===== config.mk =====
export PLATFORM = sky130hd
export DESIGN_NAME = py_bitseq_flat
export DESIGN_NICKNAME = d
export VERILOG_FILES = /design/src/rtl/py_bitseq_if.sv /design/src/rtl/py_bitseq.sv /design/src/flat_wrapper.sv
export SDC_FILE = /design/constraint.sdc
export NUM_CORES = 1
export LEC_CHECK = 0
export CAP_MARGIN = 10
export CORE_MARGIN = 2
export CORE_UTILIZATION = 45
export DETAILED_ROUTE_END_ITERATION = 16
export PLACE_DENSITY = 0.78
export SKIP_LAST_GASP = 1
export SLEW_MARGIN = 10
export SYNTH_ARGS = -nofsm -noshare
export SYNTH_HDL_FRONTEND = slang
export SYNTH_SLANG_ARGS = --single-unit

===== constraint.sdc =====
create_clock -name clk_6M -period 3.93 [get_ports clk_6M]
set_clock_uncertainty 0.05 [all_clocks]
set_input_delay 0.393 -clock clk_6M [delete_from_list [all_inputs] [get_ports clk_6M]]
set_output_delay 0.393 -clock clk_6M [all_outputs]
set_load 0.05 [all_outputs]

===== src/rtl/py_bitseq_if.sv =====
// Payload buffer read port of py_bitseq.
//   rd_req   : one-clock read pulse from the sequencer (master)
//   rd_addr  : byte address, valid while rd_req is high
//   rd_data  : byte returned by the buffer (slave) during the clock after rd_req
// Handshake: there is no ready. Each rd_req pulse is one request. The buffer must
// present rd_data during the clock that follows the pulse, and the sequencer
// samples it at the end of that clock.
interface py_bitseq_if #(parameter int ADDR_W = 10) ();
  logic              rd_req;
  logic [ADDR_W-1:0] rd_addr;
  logic [7:0]        rd_data;

  modport master (output rd_req, output rd_addr, input rd_data);
  modport slave  (input rd_req, input rd_addr, output rd_data);
endinterface


===== src/rtl/py_bitseq.sv =====
// py_bitseq: payload bit sequencer for the BR/EDR baseband.
// Each channel-bit strobe is classified as a data, CRC, pad or parity slot.
// Supported FEC modes are none, 1/3 and (FEC_DATA,FEC_DATA+FEC_PAR).
// TX payload bytes are fetched from the payload buffer. The RX payload header
// is decoded when the build enables it.
// Optional feature macro: PY_HDR_DECODE_EN (header capture/decode).
// Ports:
//   clk_6M, rstz            clock, async active-low reset
//   start_p, abort_p        payload start / abort pulses
//   py_datvalid_p           channel-bit slot strobe
//   pylenbit, crc_en        payload bits (excluding CRC), append CRC16
//   fec_mode                00 none, 01 FEC1/3, 10 FEC2/3, 11 none
//   hdr_mode, hdr_en, rxbit header format, header present, RX info bit
//   buf_if (master)         payload buffer read port
//   py_period, info_slot, dat/crc/pad/par_phase, tx_infobit, bitcount, py_endp
//   hdr_valid_p, dec_llid, dec_flow, dec_len   decoded header fields
//   dbg_state               FSM state (0 idle, 1 run, 2 finish)
module py_bitseq #(
  parameter int LEN_W    = 13,
  parameter int FEC_DATA = 10,
  parameter int FEC_PAR  = 5,
  parameter int ADDR_W   = 10
) (
  input  logic             clk_6M,
  input  logic             rstz,
  input  logic             start_p,
  input  logic             abort_p,
  input  logic             py_datvalid_p,
  input  logic [LEN_W-1:0] pylenbit,
  input  logic             crc_en,
  input  logic [1:0]       fec_mode,
  input  logic             hdr_mode,
  input  logic             hdr_en,
  input  logic             rxbit,
  py_bitseq_if.master      buf_if,
  output logic             py_period,
  output logic             info_slot,
  output logic             dat_phase,
  output logic             crc_phase,
  output logic             pad_phase,
  output logic             par_phase,
  output logic             tx_infobit,
  output logic [LEN_W:0]   bitcount,
  output logic             py_endp,
  output logic             hdr_valid_p,
  output logic [1:0]       dec_llid,
  output logic             dec_flow,
  output logic [9:0]       dec_len,
  output logic [1:0]       dbg_state
);

  localparam int BLK_W = $clog2(FEC_DATA + FEC_PAR);
  localparam logic [BLK_W-1:0]  BLK_DATA = BLK_W'(FEC_DATA);
  localparam logic [BLK_W-1:0]  BLK_LAST = BLK_W'(FEC_DATA + FEC_PAR - 1);
  localparam logic [BLK_W-1:0]  BLK_ONE  = 1;
  localparam logic [LEN_W:0]    BC_ONE   = 1;
  localparam logic [LEN_W:0]    CRC_BITS = 16;
  localparam logic [ADDR_W-1:0] ADDR_ONE = 1;

  typedef enum logic [1:0] {S_IDLE = 2'd0, S_RUN = 2'd1, S_FIN = 2'd2} state_t;

  state_t            state;
  logic [1:0]        rep_cnt;
  logic [BLK_W-1:0]  blk_cnt;
  logic              rd_req_q, rd_req_d;
  logic [ADDR_W-1:0] rd_addr_q;
  logic [7:0]        byte_reg;
  logic [LEN_W-1:0]  len_q;
  logic              crc_q;
  logic [1:0]        fec_q;

  logic [LEN_W:0] lenx, total, bc_inc;
  logic running, fec13, fec23, info_left, in_blk_data;
  logic advance, fetch, final_slot;

  assign buf_if.rd_req  = rd_req_q;
  assign buf_if.rd_addr = rd_addr_q;
  assign dbg_state      = state;

  // Configuration is latched at start, so slot classification depends only on registers.
  assign lenx        = {1'b0, len_q};
  assign total       = lenx + (crc_q ? CRC_BITS : '0);
  assign bc_inc      = bitcount + BC_ONE;
  assign running     = (state == S_RUN);
  assign fec13       = (fec_q == 2'b01);
  assign fec23       = (fec_q == 2'b10);
  assign info_left   = (bitcount < total);
  assign in_blk_data = (blk_cnt < BLK_DATA);

  assign info_slot  = running && info_left && (!fec23 || in_blk_data);
  assign pad_phase  = running && fec23 && in_blk_data && !info_left;
  assign par_phase  = running && fec23 && !in_blk_data;
  assign dat_phase  = info_slot && (bitcount < lenx);
  assign crc_phase  = info_slot && !(bitcount < lenx);
  assign tx_infobit = dat_phase && byte_reg[bitcount[2:0]];

  // An info bit is consumed on its only slot, or on the third repeat in FEC1/3.
  assign advance = py_datvalid_p && info_slot && (!fec13 || rep_cnt == 2'd2);
  // Prefetch the next byte once bit 7 goes out and data bits remain.
  assign fetch   = advance && dat_phase && (bitcount[2:0] == 3'd7) && (bc_inc < lenx);
  // FEC2/3 ends on the last parity slot after info is exhausted; other modes end on the last info bit.
  assign final_slot = fec23 ? (py_datvalid_p && running && blk_cnt == BLK_LAST && !info_left)
                            : (advance && bc_inc == total);

  always_ff @(posedge clk_6M or negedge rstz) begin
    if (!rstz) begin
      state     <= S_IDLE;
      py_period <= 1'b0;
      py_endp   <= 1'b0;
      bitcount  <= '0;
      rep_cnt   <= '0;
      blk_cnt   <= '0;
      rd_req_q  <= 1'b0;
      rd_req_d  <= 1'b0;
      rd_addr_q <= '0;
      byte_reg  <= '0;
      len_q     <= '0;
      crc_q     <= 1'b0;
      fec_q     <= '0;
    end else begin
      py_endp  <= 1'b0;
      rd_req_q <= 1'b0;
      rd_req_d <= rd_req_q;
      if (rd_req_d) byte_reg <= buf_if.rd_data;
      if (abort_p) begin
        state     <= S_IDLE;
        py_period <= 1'b0;
        bitcount  <= '0;
        rep_cnt   <= '0;
        blk_cnt   <= '0;
        rd_req_d  <= 1'b0;
        rd_addr_q <= '0;
        byte_reg  <= '0;
      end else begin
        case (state)
          S_IDLE: begin
            if (start_p) begin
              if (pylenbit == '0) begin
                py_endp <= 1'b1;
              end else begin
                state     <= S_RUN;
                py_period <= 1'b1;
                len_q     <= pylenbit;
                crc_q     <= crc_en;
                fec_q     <= fec_mode;
                bitcount  <= '0;
                rep_cnt   <= '0;
                blk_cnt   <= '0;
                rd_req_q  <= 1'b1;
                rd_addr_q <= '0;
              end
            end
          end
          S_RUN: begin
            if (py_datvalid_p) begin
              if (advance) bitcount <= bc_inc;
              if (fec13 && info_slot) rep_cnt <= (rep_cnt == 2'd2) ? 2'd0 : rep_cnt + 2'd1;
              if (fec23) blk_cnt <= (blk_cnt == BLK_LAST) ? '0 : blk_cnt + BLK_ONE;
              if (fetch) begin
                rd_req_q  <= 1'b1;
                rd_addr_q <= rd_addr_q + ADDR_ONE;
              end
              if (final_slot) begin
                py_endp <= 1'b1;
                state   <= S_FIN;
              end
            end
          end
          S_FIN: begin
            // py_endp is high during this clock; the payload window closes behind it.
            state     <= S_IDLE;
            py_period <= 1'b0;
            bitcount  <= '0;
            rep_cnt   <= '0;
            blk_cnt   <= '0;
          end
          default: state <= S_IDLE;
        endcase
      end
    end
  end

`ifdef PY_HDR_DECODE_EN
  localparam logic [LEN_W:0] HDR_BR  = 8;
  localparam logic [LEN_W:0] HDR_EDR = 16;

  logic           hdr_en_q, hdr_mode_q;
  logic [15:0]    hdr_sr, hdr_word;
  logic [LEN_W:0] hdr_bits;
  logic           hdr_cap, hdr_last;

  assign hdr_bits = hdr_mode_q ? HDR_EDR : HDR_BR;
  assign hdr_cap  = advance && hdr_en_q && (bitcount < hdr_bits) && !abort_p;
  assign hdr_last = hdr_cap && (bc_inc == hdr_bits);

  // Header bits arrive LSB first and land at their bit index.
  always_comb begin
    hdr_word = hdr_sr;
    hdr_word[bitcount[3:0]] = rxbit;
  end

  always_ff @(posedge clk_6M or negedge rstz) begin
    if (!rstz) begin
      hdr_en_q    <= 1'b0;
      hdr_mode_q  <= 1'b0;
      hdr_sr      <= '0;
      hdr_valid_p <= 1'b0;
      dec_llid    <= '0;
      dec_flow    <= 1'b0;
      dec_len     <= '0;
    end else begin
      hdr_valid_p <= 1'b0;
      if (state == S_IDLE && start_p && !abort_p && pylenbit != '0) begin
        hdr_en_q   <= hdr_en;
        hdr_mode_q <= hdr_mode;
        hdr_sr     <= '0;
      end else if (hdr_cap) begin
        hdr_sr <= hdr_word;
        if (hdr_last) begin
          hdr_valid_p <= 1'b1;
          dec_llid    <= hdr_word[1:0];
          dec_flow    <= hdr_word[2];
          dec_len     <= hdr_mode_q ? hdr_word[12:3] : {5'b0, hdr_word[7:3]};
        end
      end
    end
  end
`else
  logic unused_hdr;
  assign unused_hdr  = ^{hdr_mode, hdr_en, rxbit};
  assign hdr_valid_p = 1'b0;
  assign dec_llid    = '0;
  assign dec_flow    = 1'b0;
  assign dec_len     = '0;
`endif

endmodule

===== src/flat_wrapper.sv =====
// flat-port wrapper written by rule: the top's interface ports become plain ports
module py_bitseq_flat 
#(
  parameter int LEN_W    = 13,
  parameter int FEC_DATA = 10,
  parameter int FEC_PAR  = 5,
  parameter int ADDR_W   = 10
)
  (clk_6M, rstz, start_p, abort_p, py_datvalid_p, pylenbit, crc_en, fec_mode, hdr_mode, hdr_en, rxbit, py_period, info_slot, dat_phase, crc_phase, pad_phase, par_phase, tx_infobit, bitcount, py_endp, hdr_valid_p, dec_llid, dec_flow, dec_len, dbg_state, buf_if_rd_req, buf_if_rd_addr, buf_if_rd_data);
  py_bitseq_if #(.ADDR_W(ADDR_W)) buf_if_i ();
  input  logic clk_6M;
  input  logic rstz;
  input  logic start_p;
  input  logic abort_p;
  input  logic py_datvalid_p;
  input  logic [LEN_W-1:0] pylenbit;
  input  logic crc_en;
  input  logic [1:0] fec_mode;
  input  logic hdr_mode;
  input  logic hdr_en;
  input  logic rxbit;
  output logic py_period;
  output logic info_slot;
  output logic dat_phase;
  output logic crc_phase;
  output logic pad_phase;
  output logic par_phase;
  output logic tx_infobit;
  output logic [LEN_W:0] bitcount;
  output logic py_endp;
  output logic hdr_valid_p;
  output logic [1:0] dec_llid;
  output logic dec_flow;
  output logic [9:0] dec_len;
  output logic [1:0] dbg_state;
  output wire logic [$bits(buf_if_i.rd_req)-1:0] buf_if_rd_req;
  output wire logic [$bits(buf_if_i.rd_addr)-1:0] buf_if_rd_addr;
  input wire logic [$bits(buf_if_i.rd_data)-1:0] buf_if_rd_data;
  assign buf_if_rd_req = buf_if_i.rd_req;
  assign buf_if_rd_addr = buf_if_i.rd_addr;
  assign buf_if_i.rd_data = buf_if_rd_data;
  py_bitseq #(.LEN_W(LEN_W), .FEC_DATA(FEC_DATA), .FEC_PAR(FEC_PAR), .ADDR_W(ADDR_W)) u_core (.clk_6M(clk_6M), .rstz(rstz), .start_p(start_p), .abort_p(abort_p), .py_datvalid_p(py_datvalid_p), .pylenbit(pylenbit), .crc_en(crc_en), .fec_mode(fec_mode), .hdr_mode(hdr_mode), .hdr_en(hdr_en), .rxbit(rxbit), .buf_if(buf_if_i), .py_period(py_period), .info_slot(info_slot), .dat_phase(dat_phase), .crc_phase(crc_phase), .pad_phase(pad_phase), .par_phase(par_phase), .tx_infobit(tx_infobit), .bitcount(bitcount), .py_endp(py_endp), .hdr_valid_p(hdr_valid_p), .dec_llid(dec_llid), .dec_flow(dec_flow), .dec_len(dec_len), .dbg_state(dbg_state));
endmodule

# Word level (Yosys, flattened, before mapping)
# Cells that the tools add are included.
[totals]
mem_bits_ro = 0
ramBits = 0
in_bits = 32
ff_bits = 60
word_cells = 135
n_memories = 0
latchBits = 0
out_inout_bits = 49
[op_classes]
bitwise = 2
n_shift = 0
addsub = 5
n_reduce_logical = 39
n_eq_ne = 16
magnitude_cmp = 5
n_mux = 55
n_div = 0
multipliers = 0
[ops]
columns = ["operator", "count"]
rows = [
  ["$mux W14", 5],
  ["$mux W10", 5],
  ["$pmux W14 S3", 1],
  ["$lt A14 B13 Y1", 2],
  ["$mux W4", 6],
  ["$ne A3 B3 Y1 const B", 8],
  ["$mux W2", 11],
  ["$pmux W10 S2", 1],
  ["$reduce_and A5 Y1", 4],
  ["$logic_and A1 B1 Y1", 19],
  ["$mux W1", 16],
  ["$mux W8", 2],
  ["$add A13 B14 Y14", 1],
  ["$add A14 B1 Y14 const B", 1],
  ["$eq A14 B14 Y1", 1],
  ["$lt A14 B14 Y1", 1],
  ["$logic_not A13 Y1", 1],
  ["$pmux W4 S3", 1],
  ["$add A10 B1 Y10 const B", 1],
  ["$reduce_and A4 Y1", 2],
  ["$eq A2 B2 Y1 const B", 3],
  ["$pmux W1 S2", 3],
  ["$pmux W2 S3", 1],
  ["$reduce_bool A3 Y1", 2],
  ["other kinds (17)", 24],
]

# Longest topological paths before layout
# Gate-level depths: netlist of the first run.
[depth]
ltp_word = 14
mapped_depth = 15
mapped_depth_nobuf = 14

# Worst setup path after synthesis of the first run
# OpenSTA, ideal clock, no wires.
[synth_path]
path_kind = "register -> output"
from = "register u_core.len_q[4]"
to = "output port tx_infobit"
t_required_ns = 3.487
slack_ns = 0.025
stages_incl_launch_ff = 11
n_path_buf = 0
arrival_ns = 3.462
path_cell_list = "dfrtp_1 > ha_1 > and3_1 > or3b_2 > xnor2_1 > ha_1 > a21oi_1 > o21a_1 > o21ai_0 > or3_1 > nor3_1"
[synth_between]
elab_chain_len = 6
word_cells_on_any_way = 7
classes_between = "add/sub: 1; order compare: 2; reduce/logical: 4"
[synth_rtl]
columns = ["item", "line", "rtl"]
rows = [
  ["start, declared", "py_bitseq.sv:68", "logic [LEN_W-1:0] len_q;"],
  ["start signal, assigned", "py_bitseq.sv:143", "len_q <= pylenbit;"],
  ["$add A13 B14 Y14", "py_bitseq.sv:82", "assign total = lenx + (crc_q ? CRC_BITS : '0);"],
  ["$lt A14 B14 Y1", "py_bitseq.sv:87", "assign info_left = (bitcount < total);"],
  ["$logic_and A1 B1 Y1 (2 in a row)", "py_bitseq.sv:90", "assign info_slot = running && info_left && (!fec23 || in_blk_data);"],
  ["$logic_and A1 B1 Y1 *", "py_bitseq.sv:93", "assign dat_phase = info_slot && (bitcount < lenx);"],
  ["$logic_and A1 B1 Y1 *", "py_bitseq.sv:95", "assign tx_infobit = dat_phase && byte_reg[bitcount[2:0]];"],
  ["end, declared", "flat_wrapper.sv:28", "output logic tx_infobit;"],
]
# Mark *: on every way between the ends. The rest lies on a longest branch, timed or not.

# Worst setup path after layout of the first run
[layout_path]
from = "register u_core.len_q[4]"
to = "output port pad_phase"
[layout_between]
elab_chain_len = 4
[layout_rtl]
columns = ["item", "line", "rtl"]
rows = [
  ["$add A13 B14 Y14", "py_bitseq.sv:82", ""],
  ["$lt A14 B14 Y1", "py_bitseq.sv:87", ""],
  ["$logic_not A1 Y1", "py_bitseq.sv:91", "assign pad_phase = running && fec23 && in_blk_data && !info_left;"],
  ["$logic_and A1 B1 Y1", "py_bitseq.sv:91", ""],
  ["end, declared", "flat_wrapper.sv:26", "output logic pad_phase;"],
]
# Every way passes these cells.

==> impl_metrics.tcl, run 1 <==
set metrics [dict create \
    status "finished, violations left" \
    violations "hold timing" \
    ys_ff_latch 60 \
    clockBufferDepth 2 \
    setup_viol 0 \
    grt_use_total_pct 22.6 \
    numPortBuffers 63 \
    drv_cap 0 \
    async_reset_ff_share_pct 100 \
    grt_max_degree 36 \
    ctsHoldBuffers 0 \
    setup_tns_ns 0 \
    rows 36 \
    cts_buffers 9 \
    r2r-end "u_core.buf_if.rd_addr[2]" \
    core_um2 9730 \
    place_ws_ns 0.218 \
    cts_root_buffer "clkbuf_8" \
    netlist-cell-type-count 65 \
    yosysSeqAreaShare_pct 33.4 \
    arrival_ns 3.32 \
    critPathCaptureType "output pin" \
    netlist_instances 490 \
    min_path_type "in -> async" \
    reg2reg_depth 13 \
    route.vias.total 3895 \
    start_util_pct 46.2 \
    yosysWarnings 0 \
    cts_sinks 60 \
    ant_nets 0 \
    pwr_density_cell_nw_per_um2 441 \
    hold_viol_final 2 \
    nNetsFinal 635 \
    gp_congestion 0.870 \
    tightestPinTransition_ns 0.658 \
    critPathLaunchType "register" \
    rrSetupSlack_ns 0.29 \
    grt_overflow 0 \
    grt_antenna_before_repair 0 \
    syn_area_per_cell_um2 9.17 \
    die_x_um 104 \
    routed_wl_um 11700 \
    cts_tree "built" \
    grt_pass1_vias 4065 \
    synth_edf_count 0 \
    slew_headroom_pct 56.0 \
    die_h_um 104 \
    dieArea_um2 10800 \
    routedWlPerCell_um 16.9 \
    slew_violations 0 \
    path_clk_slew_ns 0.08 \
    syn_area_um2 4490 \
    final_common_cell "dfrtp_1" \
    ios 81 \
    first_pass_iters 4 \
    timing.rr.start "u_core.len_q[4]" \
    rsz0062_at_grt "true" \
    area_growth_pct 22.5 \
    detail_route.vias_per_cell 5.60 \
    worstPathRequired_ns 3.49 \
    final_cell_mix "dfrtp_1 (60), clkdlybuf4s50_1 (57), nand2_1 (46)" \
    diodes 0 \
    max-vdd-ir-drop_mv 0.330 \
    cts-htree-levels 3 \
    hold_ws_ns -0.00232 \
    grt_pass1_wl_um 19700 \
    worst_slack_ns 0.163 \
    clk_latency_ns 0.36 \
    timing.fmax_mhz 265 \
    finalInstanceArea_um2 5510 \
    yosys_most_used_dff "dfrtp_1" \
    period_share_pct 95.9 \
    fillers 872 \
    crit_fanout 3 \
    final_layout_size_suffix_gt1_share_pct 12.8 \
    crit_type "reg -> out" \
    drt_iter0_drc 187 \
    dpl_cell_area_um2 5270 \
    registers.top_by_ff_count "u_core.bitcount" \
    p_leak_nw 2.43 \
    utilization_pct 56.6 \
    hpwlAfterDp_um 8910 \
    largest_register_ffs 14 \
    drc 0 \
    period_needed_ns 3.77 \
]
-- per-stage QoR --
stage,power (W),std cells
floorplan,0.00151,503
global placement,0.00180,680
detailed placement,0.00182,680
CTS,0.00243,696
global route,0.00259,696
finish,0.00243,696
-- repair_timing --
action | CTS | global route
setup endpoints to repair | 1 | 7
resized for setup | 1 | 5
setup buffers | 0 | 0
-- critical path, stage by stage (launching register included) --
cell and delay, ns:
dfrtp_1 0.38, ha_1 0.20, and3_1 0.20, or3b_2 0.49, xnor2_2 0.17, ha_1 0.31
nand4_1 0.13, nor3_1 0.28, o31a_1 0.23, or2_2 0.14, and4_1 0.22, buf_4 0.21
-- where the power goes --
| group | switching, W | total, W | internal [W] |
|---|---|---|---|
| logic | 0.000647 | 0.00106 | 0.000417 |
| registers | 0.0000763 | 0.000774 | 0.000698 |
| clock network | 0.000291 | 0.000592 | 0.000301 |
-- worst max path at each step --
stage | from | to | slack [ns] | cells past startpoint
6_report | u_core.len_q[4] | pad_phase | 0.16 | 11
3_3_place_gp | u_core.len_q[4] | u_core.buf_if.rd_addr[2] | 0.28 | 13
5_1_grt | u_core.len_q[4] | pad_phase | -0.03 | 11
2_1_floorplan | u_core.len_q[4] | tx_infobit | 0.03 | 10
4_1_cts | u_core.len_q[4] | tx_infobit | 0.001 | 11
3_5_place_dp | u_core.len_q[4] | u_core.buf_if.rd_addr[2] | 0.22 | 13
-- kinds of logic (layout without fill, tap and decap cells) --
| family | count (synthesis) | count (layout) | share of synthesized area (%) |
|---|---|---|---|
| simple gates | 169 | 169 | 19.3 |
| compound gates | 96 | 96 | 14.5 |
| buf+inv | 62 | 122 | 6.71 |
| flops | 60 | 60 | 33.4 |
| fa+ha+maj | 45 | 45 | 12.5 |
| mux | 31 | 31 | 7.93 |
| xor+xnor | 26 | 26 | 5.54 |
| other cells | 1 | 14 | 0.0834 |
-- metal layers --
layer / GRT usage [%] / part of all wire, %
met5: 0 / 0
met4: 9.07 / 2.7
met3: 5.70 / 5.2
met2: 39.3 / 50
met1: 26.6 / 42
-- Yosys cell counts (4+ instances only) --
cell / count / share of area [%]
nand2b_1: 5 / 0.70
and3_1: 5 / 0.70
xnor2_1: 20 / 3.9
dfrtp_1: 60 / 33
mux2i_1: 12 / 2.7
a21oi_1: 21 / 2.3
xor2_1: 4 / 0.78
nand3_1: 24 / 2.7
o22a_1: 5 / 0.97
mux2_2: 17 / 4.3
clkbuf_1: 8 / 0.67
nor4_1: 5 / 0.70
nand2_1: 46 / 3.8
o31ai_1: 9 / 1.5
inv_1: 31 / 2.6
nor3b_1: 4 / 0.67
nor2b_1: 9 / 1.3
o21a_1: 5 / 0.84
nand4_1: 9 / 1.3
ha_1: 45 / 13
nor3_1: 15 / 1.7
buf_4: 17 / 2.8
buf_2: 4 / 0.45
a21o_1: 4 / 0.67
o21ai_0: 23 / 2.6
nor2_1: 28 / 2.3
-- layout make-up --
type	instances	area [µm²]	area share, %
multi-input cells	381	2770	50.3
clock inverters	7	81.3	1.48
clock buffers	9	124	2.25
well taps	133	166	3.02
inverters	32	120	2.18
flip-flops and latches	60	1500	27.3
repair buffers	74	746	13.5
Note: power is estimated with default switching activity, not from simulation.
==> inputs of run 2 (changes only) <==
SLEW_MARGIN = 5   (was 10)
==> results of run 2 <==
No change in the layout: final DEF, timing and power equal those of run 1.
